**config.mk**
```make
export PLATFORM = sky130hd
export DESIGN_NAME = mw_pipe_reg
export DESIGN_NICKNAME = d
export VERILOG_FILES = /design/src/rtl/mw_pipe_reg.sv
export SDC_FILE = /design/constraint.sdc
export NUM_CORES = 1
export LEC_CHECK = 0
export BUFFER_PORTS_ARGS = -buffer_cell sky130_fd_sc_hd__buf_2
export CAP_MARGIN = 5
export CORE_UTILIZATION = 30
export CTS_BUF_LIST = sky130_fd_sc_hd__clkbuf_8
export DETAILED_ROUTE_END_ITERATION = 10
export GPL_TIMING_DRIVEN = 0
export SYNTH_ARGS = -nofsm -noshare
export SYNTH_HDL_FRONTEND = slang
export SYNTH_SLANG_ARGS = --single-unit
export TNS_END_PERCENT = 20
```
**constraint.sdc**
```tcl
create_clock -name clk -period 6.13 [get_ports clk]
set_input_delay 0.613 -clock clk [delete_from_list [all_inputs] [get_ports clk]]
set_output_delay 0.613 -clock clk [all_outputs]
set_load 0.1 [all_outputs]
```
**src/rtl/mw_pipe_reg.sv**
```systemverilog
// mw_pipe_reg: M->W pipeline register of the P6 five-stage MIPS core.
// Captures the M-stage payload, ages the hazard Tnew field, and supports
// stall-hold and bubble-flush. It drives the W-stage GRF write port and
// exposes W_PC/W_Instr to the test harness.
// Optional feature: define MW_RETIRE_CNT_EN to add the W_RetireCnt output,
// a free-running count of retired (valid, loaded) instructions.
module mw_pipe_reg (
    input  logic        clk,
    input  logic        reset,
    input  logic        M_Stall,
    input  logic        M_Flush,
    input  logic        M_Valid,
    input  logic [31:0] M_PC,
    input  logic [31:0] M_Instr,
    input  logic [4:0]  M_TrueA3,
    input  logic        M_RegWrite,
    input  logic [31:0] M_ALUOut,
    input  logic [31:0] M_DMRD,
    input  logic [31:0] M_HILO,
    input  logic [1:0]  M_WDSel,
    input  logic [1:0]  M_Tnew,
    output logic        W_Valid,
    output logic [31:0] W_PC,
    output logic [31:0] W_Instr,
    output logic [4:0]  W_A3,
    output logic [31:0] W_WD,
    output logic        W_WE,
    output logic [1:0]  W_Tnew
`ifdef MW_RETIRE_CNT_EN
    ,
    output logic [31:0] W_RetireCnt
`endif
);

    // Write-data source codes carried in M_WDSel.
    localparam logic [1:0] WD_ALU  = 2'd0;
    localparam logic [1:0] WD_DM   = 2'd1;
    localparam logic [1:0] WD_PC8  = 2'd2;
    localparam logic [1:0] WD_HILO = 2'd3;

    // Everything the W stage needs, held as one record so flush/stall/load
    // act on all fields together.
    typedef struct packed {
        logic        valid;
        logic [31:0] pc;
        logic [31:0] instr;
        logic [4:0]  a3;
        logic        regwrite;
        logic [31:0] aluout;
        logic [31:0] dmrd;
        logic [31:0] hilo;
        logic [1:0]  wdsel;
        logic [1:0]  tnew;
    } mw_payload_t;

    mw_payload_t payload_q, payload_d;
    logic        load_en;

    // A real load happens only when neither flush nor stall is asserted.
    assign load_en = !M_Flush && !M_Stall;

    // Next-state select with priority flush > stall > load.
    always_comb begin
        // NOTE: default every always_comb output first so no path can infer a latch.
        payload_d = payload_q;
        if (M_Flush) begin
            payload_d = '0;
        end else if (!M_Stall) begin
            payload_d.valid    = M_Valid;
            payload_d.pc       = M_PC;
            payload_d.instr    = M_Instr;
            payload_d.a3       = M_TrueA3;
            payload_d.regwrite = M_RegWrite;
            payload_d.aluout   = M_ALUOut;
            payload_d.dmrd     = M_DMRD;
            payload_d.hilo     = M_HILO;
            payload_d.wdsel    = M_WDSel;
            // Tnew ages by one stage and saturates at zero instead of wrapping.
            payload_d.tnew     = (M_Tnew == 2'd0) ? 2'd0 : M_Tnew - 2'd1;
        end
    end

    // Pipeline register with asynchronous active-low clear.
    always_ff @(posedge clk or negedge reset) begin
        if (!reset) begin
            payload_q <= '0;
        end else begin
            // NOTE: sequential state uses non-blocking assignment so all flops update together.
            payload_q <= payload_d;
        end
    end

    // GRF write-data mux driven purely from the stored fields; PC+8 wraps mod 2^32.
    always_comb begin
        W_WD = payload_q.aluout;
        case (payload_q.wdsel)
            WD_ALU:  W_WD = payload_q.aluout;
            WD_DM:   W_WD = payload_q.dmrd;
            WD_PC8:  W_WD = payload_q.pc + 32'd8;
            WD_HILO: W_WD = payload_q.hilo;
            default: W_WD = payload_q.aluout;
        endcase
    end

    assign W_Valid = payload_q.valid;
    assign W_PC    = payload_q.pc;
    assign W_Instr = payload_q.instr;
    assign W_A3    = payload_q.a3;
    assign W_Tnew  = payload_q.tnew;
    // Writes to $0 are never enabled; the address itself is still shown.
    assign W_WE    = payload_q.valid & payload_q.regwrite & (payload_q.a3 != 5'd0);

`ifdef MW_RETIRE_CNT_EN
    logic [31:0] retire_cnt_q, retire_cnt_d;

    // Count only edges that actually load a valid instruction; wraps naturally.
    always_comb begin
        retire_cnt_d = retire_cnt_q;
        if (load_en && M_Valid) begin
            retire_cnt_d = retire_cnt_q + 32'd1;
        end
    end

    // Retire counter register, cleared with the pipeline fields.
    always_ff @(posedge clk or negedge reset) begin
        if (!reset) begin
            retire_cnt_q <= '0;
        end else begin
            retire_cnt_q <= retire_cnt_d;
        end
    end

    assign W_RetireCnt = retire_cnt_q;
`endif

endmodule

```
After elaboration in Yosys (flattened, before gate mapping)
Cells that the tools add are included.
{ "totals": {"reg_bits": 171} }
{ "op_classes": {"n_reduce_logical": 3, "eq_ne": 4, "mux": 4, "bitwise_logic": 2, "addsub": 2} }
{ "op_table": {"columns": ["operator", "n"], "rows": [
  ["two-way mux 171 bit", 2],
  ["case mux 32 bit (4 select lines)", 1],
  ["adder 32 x 4 -> 32 bit, second input constant", 1],
  ["nonzero test 5 bit", 1],
  ["== test 2 bit, second input constant", 2],
  ["logical NOT 2 bit", 2],
  ["AND 1 bit", 2],
  ["== test 2 x 1 -> 1 bit, second input constant", 1],
  ["two-way mux 2 bit", 1],
  ["inequality test 2 x 1 -> 1 bit, second input constant", 1],
  ["subtractor 2 x 1 -> 2 bit, second input constant", 1]
]} }

Logic depth before layout (Yosys ltp)
{ "logic_depth": {"word_depth": 4, "mapped_depth": 7, "ltp_nobuf": 6} }

Least setup slack after synthesis
No wires, ideal clock.
{ "synth_path": {"path_kind": "reg-to-output", "from": "reg payload_q (netlist bit W_PC[3])", "to": "out W_WD[27]", "slack_ns": 1.832, "stages_incl_launch_ff": 8, "t_arrival_ns": 3.685, "path_cell_list": "dfrtp_1 > ha_1 > nand4_1 > or3_1 > buf_2 > nor4_1 > mux2i_1 > o21ai_0"} }
{ "synth_via": {"elab_chain_cells": 2} }
{ "synth_lines": {"columns": ["item", "line", "source"], "rows": [
  ["from (decl)", "56", "mw_payload_t payload_q, payload_d;"],
  ["from (signal assigned)", "89", "payload_q <= payload_d;"],
  ["adder 32 x 4 -> 32 bit", "99", "WD_PC8: W_WD = payload_q.pc + 32'd8;"],
  ["case mux 32 bit (4 select lines)", "96", "case (payload_q.wdsel)"],
  ["to (decl)", "26", "output logic [31:0] W_WD,"]
]} }
Every way passes these cells.

Worst setup path after layout
{ "layout_path": {"from": "reg payload_q (netlist bit W_PC[3])", "to": "out W_WD[24]"} }
Same word-level chain as after synthesis.

==> results.yml <==
logic_synthesis:
  syn_nets: 950
  netlist_area_um2: 8715
  syn_inst: 774
  avgSynthCellArea_um2: 11.26
  ys.warnings.count: 0
  synth.distinct_cells: 34
  ys_ff_latch: 171
  ys_seq_area_share_pct: 49.10
drt:
  route.met2.wl_um: 12930
  highest_layer: "met5"
  wl_met3_um: 2163
  detail_route.wirelength_um: 27650
  wl_met1_um: 12270
  viasPerCell: 4.545
  antenna_left: 0
  dr.pass1.iters: 7
  dr_total_vias: 6690
  drc: 4
  wl_per_cell_um: 18.79
  drtIter0Drc: 352
pwr:
  p_leak_nw: 5.888
  power.share.clock_pct: 30.6
  max-vdd-ir-drop_v: 0.0001501
  seqPwrFrac_pct: 42.8
  p_comb_share_pct: 26.6
  swShare_pct: 36.54
  powerDensity_nw_per_um2: 261.6
  internal_power_mw: 1.835
  p_switching_mw: 1.057
grt:
  grt_pass1_vias: 6707
  antenna_found_initial: 8
  grt_pass1_wl_um: 40550
  overflow: 0
  grt.total_usage_pct: 19.00
  grt_max_degree: 90
layout:
  drive_above_1_share_pct: 38.41
  final_common_cell: "buf_2"
  fill_cells: 2891
  regArea_um2: 4279
  fin_nets: 1247
  multi_input_area_um2: 3707
  final_cell_mix: "279 x buf_2, 177 x nor2_1, 171 x dfrtp_1, 171 x mux2i_1, 71 x buf_4"
  areaGrowthSynthToFinish_pct: 26.82
floorplan:
  fp.dieArea_um2: 29730
  placeableCoreArea_um2: 28630
  chipWidth_um: 172.4
  die_h_um: 172.4
  start_util_pct: 30.44
  rows: 62
  pin_count: 280
timing:
  fmax_mhz: 247.1
  drv_slew: 0
  grt_setup_unrepaired: "false"
  timing.hold.ws_ns: 0.1053
  tns_ns: 0
  period_share_pct: 66.02
  slew_headroom_pct: 18.24
  period_minus_slack_ns: 4.047
  worst_pin_slew_ns: 1.215
  setup_viol: 0
  hold_viol_final: 0
  fin_skew_ns: 0
clock_tree:
  clkSinkCount: 171
  h-tree-depth: 4
  clk_latency_ns: 0.49
  post_cts_buffers: 0
  ctsResizeCount: 0
  cts_buffers: 17
  cts.clk_slew.worst_paths_ns: 0.09
  ctsHoldBuffers: 0
  cts_root_buf: "clkbuf_8"
  tritoncts: "done"
  cts_buffer_depth: 2
place:
  dp_hpwl_um: 20320
  routabilityCongestion: 0.7528
  port_buffers: 277
setup_path:
  crit_path_end_kind: "output pin"
  max_stage_delay_ns: 1.05
  worstPathMaxFanout: 7
  start_kind: "register"
  cpMaxStageDelayCell: "nor4_1"
  path_cells: "nand2_1, nor4_1, nand3_1, xnor2_1, mux4_2, buf_2"
  timing.critical_path.required_ns: 5.52
  cp.arrival_ns: 3.43
  critical_path_class: "register to output pin"
run:
  cap_violations: 0
run_status:
  violations: "DRC"
  status: "complete, but fails checks"
hold_path:
  holdCritPathClass: "input pin to async pin"
==> per-layer routing <==
metal,track usage (%),up-vias
li1,-,3157
met5,0,-
met3,6.203,20
met1,24.67,3305
met2,30.59,200
met4,4.271,8
==> Yosys cell counts <==
| master | number | share of area, % |
|---|---|---|
| nand4_1 | 4 | 0.29 |
| nand2b_1 | 2 | 0.14 |
| nor4_2 | 2 | 0.29 |
| o311a_1 | 1 | 0.11 |
| a22oi_1 | 4 | 0.34 |
| nand2_1 | 19 | 0.82 |
| inv_1 | 3 | 0.13 |
| nand4_4 | 1 | 0.24 |
| nor3_1 | 6 | 0.34 |
| nand3_1 | 11 | 0.63 |
| a21oi_1 | 4 | 0.23 |
| clkbuf_1 | 35 | 1.5 |
| o21bai_1 | 4 | 0.34 |
| xor2_1 | 12 | 1.2 |
| buf_4 | 71 | 6.1 |
| dfrtp_1 | 171 | 49 |
| and4_1 | 2 | 0.20 |
| ha_1 | 1 | 0.14 |
| nor4_1 | 2 | 0.14 |
| nor2_2 | 1 | 0.072 |
| nor3b_1 | 1 | 0.086 |
| nand2_2 | 1 | 0.072 |
| buf_1 | 10 | 0.43 |
| or3_1 | 3 | 0.22 |
| mux2i_1 | 171 | 20 |
| and3_1 | 2 | 0.14 |
| mux4_2 | 27 | 7.0 |
| nor2_1 | 177 | 7.6 |
| o21ai_0 | 6 | 0.34 |
| and2_1 | 1 | 0.072 |
| nor4b_4 | 1 | 0.27 |
| buf_2 | 3 | 0.17 |
| or4_4 | 1 | 0.13 |
| xnor2_1 | 14 | 1.4 |
==> kinds of logic after synthesis <==
group / count (synthesis) / share of synthesized area (%)
AO/OA/AOI/OAI: 19 / 1.378
XOR/XNOR: 26 / 2.613
adder cells (fa/ha/maj): 1 / 0.1436
buffers and inverters: 122 / 8.356
flip-flops: 171 / 49.10
multiplexers: 198 / 26.62
AND/OR/NAND/NOR: 237 / 11.79
==> power by group through the flow <==
| stage | logic (mW) | registers (mW) | clock network [mW] |
|---|---|---|---|
| floorplan | 0.584 | 1.25 | 0 |
| global placement | 0.770 | 1.26 | 0 |
| detailed placement | 0.777 | 1.26 | 0 |
| CTS | 0.779 | 1.24 | 0.916 |
| global route | 0.815 | 1.25 | 0.953 |
| finish | 0.768 | 1.24 | 0.884 |
==> layout make-up <==
type | instances | share of cell area, %
diodes | 5 | 0.1132
plain buffers | 119 | 6.487
clock buffers | 20 | 2.491
clock inverters | 11 | 1.313
inverters | 3 | 0.1019
multi-input cells | 481 | 33.54
flip-flops and latches | 171 | 38.72
well taps | 384 | 4.347
repair buffers | 278 | 12.88
==> per-stage QoR <==
| stage | power [mW] | utilization [%] | cells | setup slack [ns] | instance area, um^2 |
|---|---|---|---|---|---|
| 2_1_floorplan | 1.831 | - | 774 | 1.832 | 8715 |
| 3_3_place_gp | 2.029 | 36.97 | 1435 | 1.408 | 10580 |
| 3_5_place_dp | 2.038 | 37.10 | 1436 | 2.555 | 10620 |
| 4_1_cts | 2.934 | 38.57 | 1467 | 1.980 | 11040 |
| 5_1_grt | 3.017 | 38.57 | 1468 | 1.818 | 11040 |
| 6_report | 2.892 | 38.61 | 1472 | 2.083 | 11050 |
==> path summary, 6_finish.rpt <==
check                                            end  depth (start not counted)  slack, ns                       from
max reg2reg                 payload_q[2]$_DFFE_PN0P_                          4       4.08   payload_q[2]$_DFFE_PN0P_
max in group asynchronous  payload_q[33]$_DFFE_PN0P_                          2       5.12                      reset
min reg2reg                payload_q[34]$_DFFE_PN0P_                          2       0.52  payload_q[34]$_DFFE_PN0P_
min                             W_PC[13]$_DFFE_PN0P_                          1       0.11                      reset
max                                         W_WD[24]                          6       2.08        W_PC[3]$_DFFE_PN0P_
min in group clk           payload_q[44]$_DFFE_PN0P_                          3       0.35                  M_DMRD[8]
==> flip-flops by register name (all words and copies together) (netlist names) <==
register,cells
W_Instr,32
W_Valid,1
W_PC,32
W_A3,5
W_Tnew,2
payload_q,99
==> critical path, delay by kind of cell, from the launching register on <==
kind          cells  cell delay [ns]
buf+inv           1             0.31
xor+xnor          1             0.20
flops             1             0.53
simple gates      3             1.44
mux               1             0.46
Power figures use the tool's default switching activity.
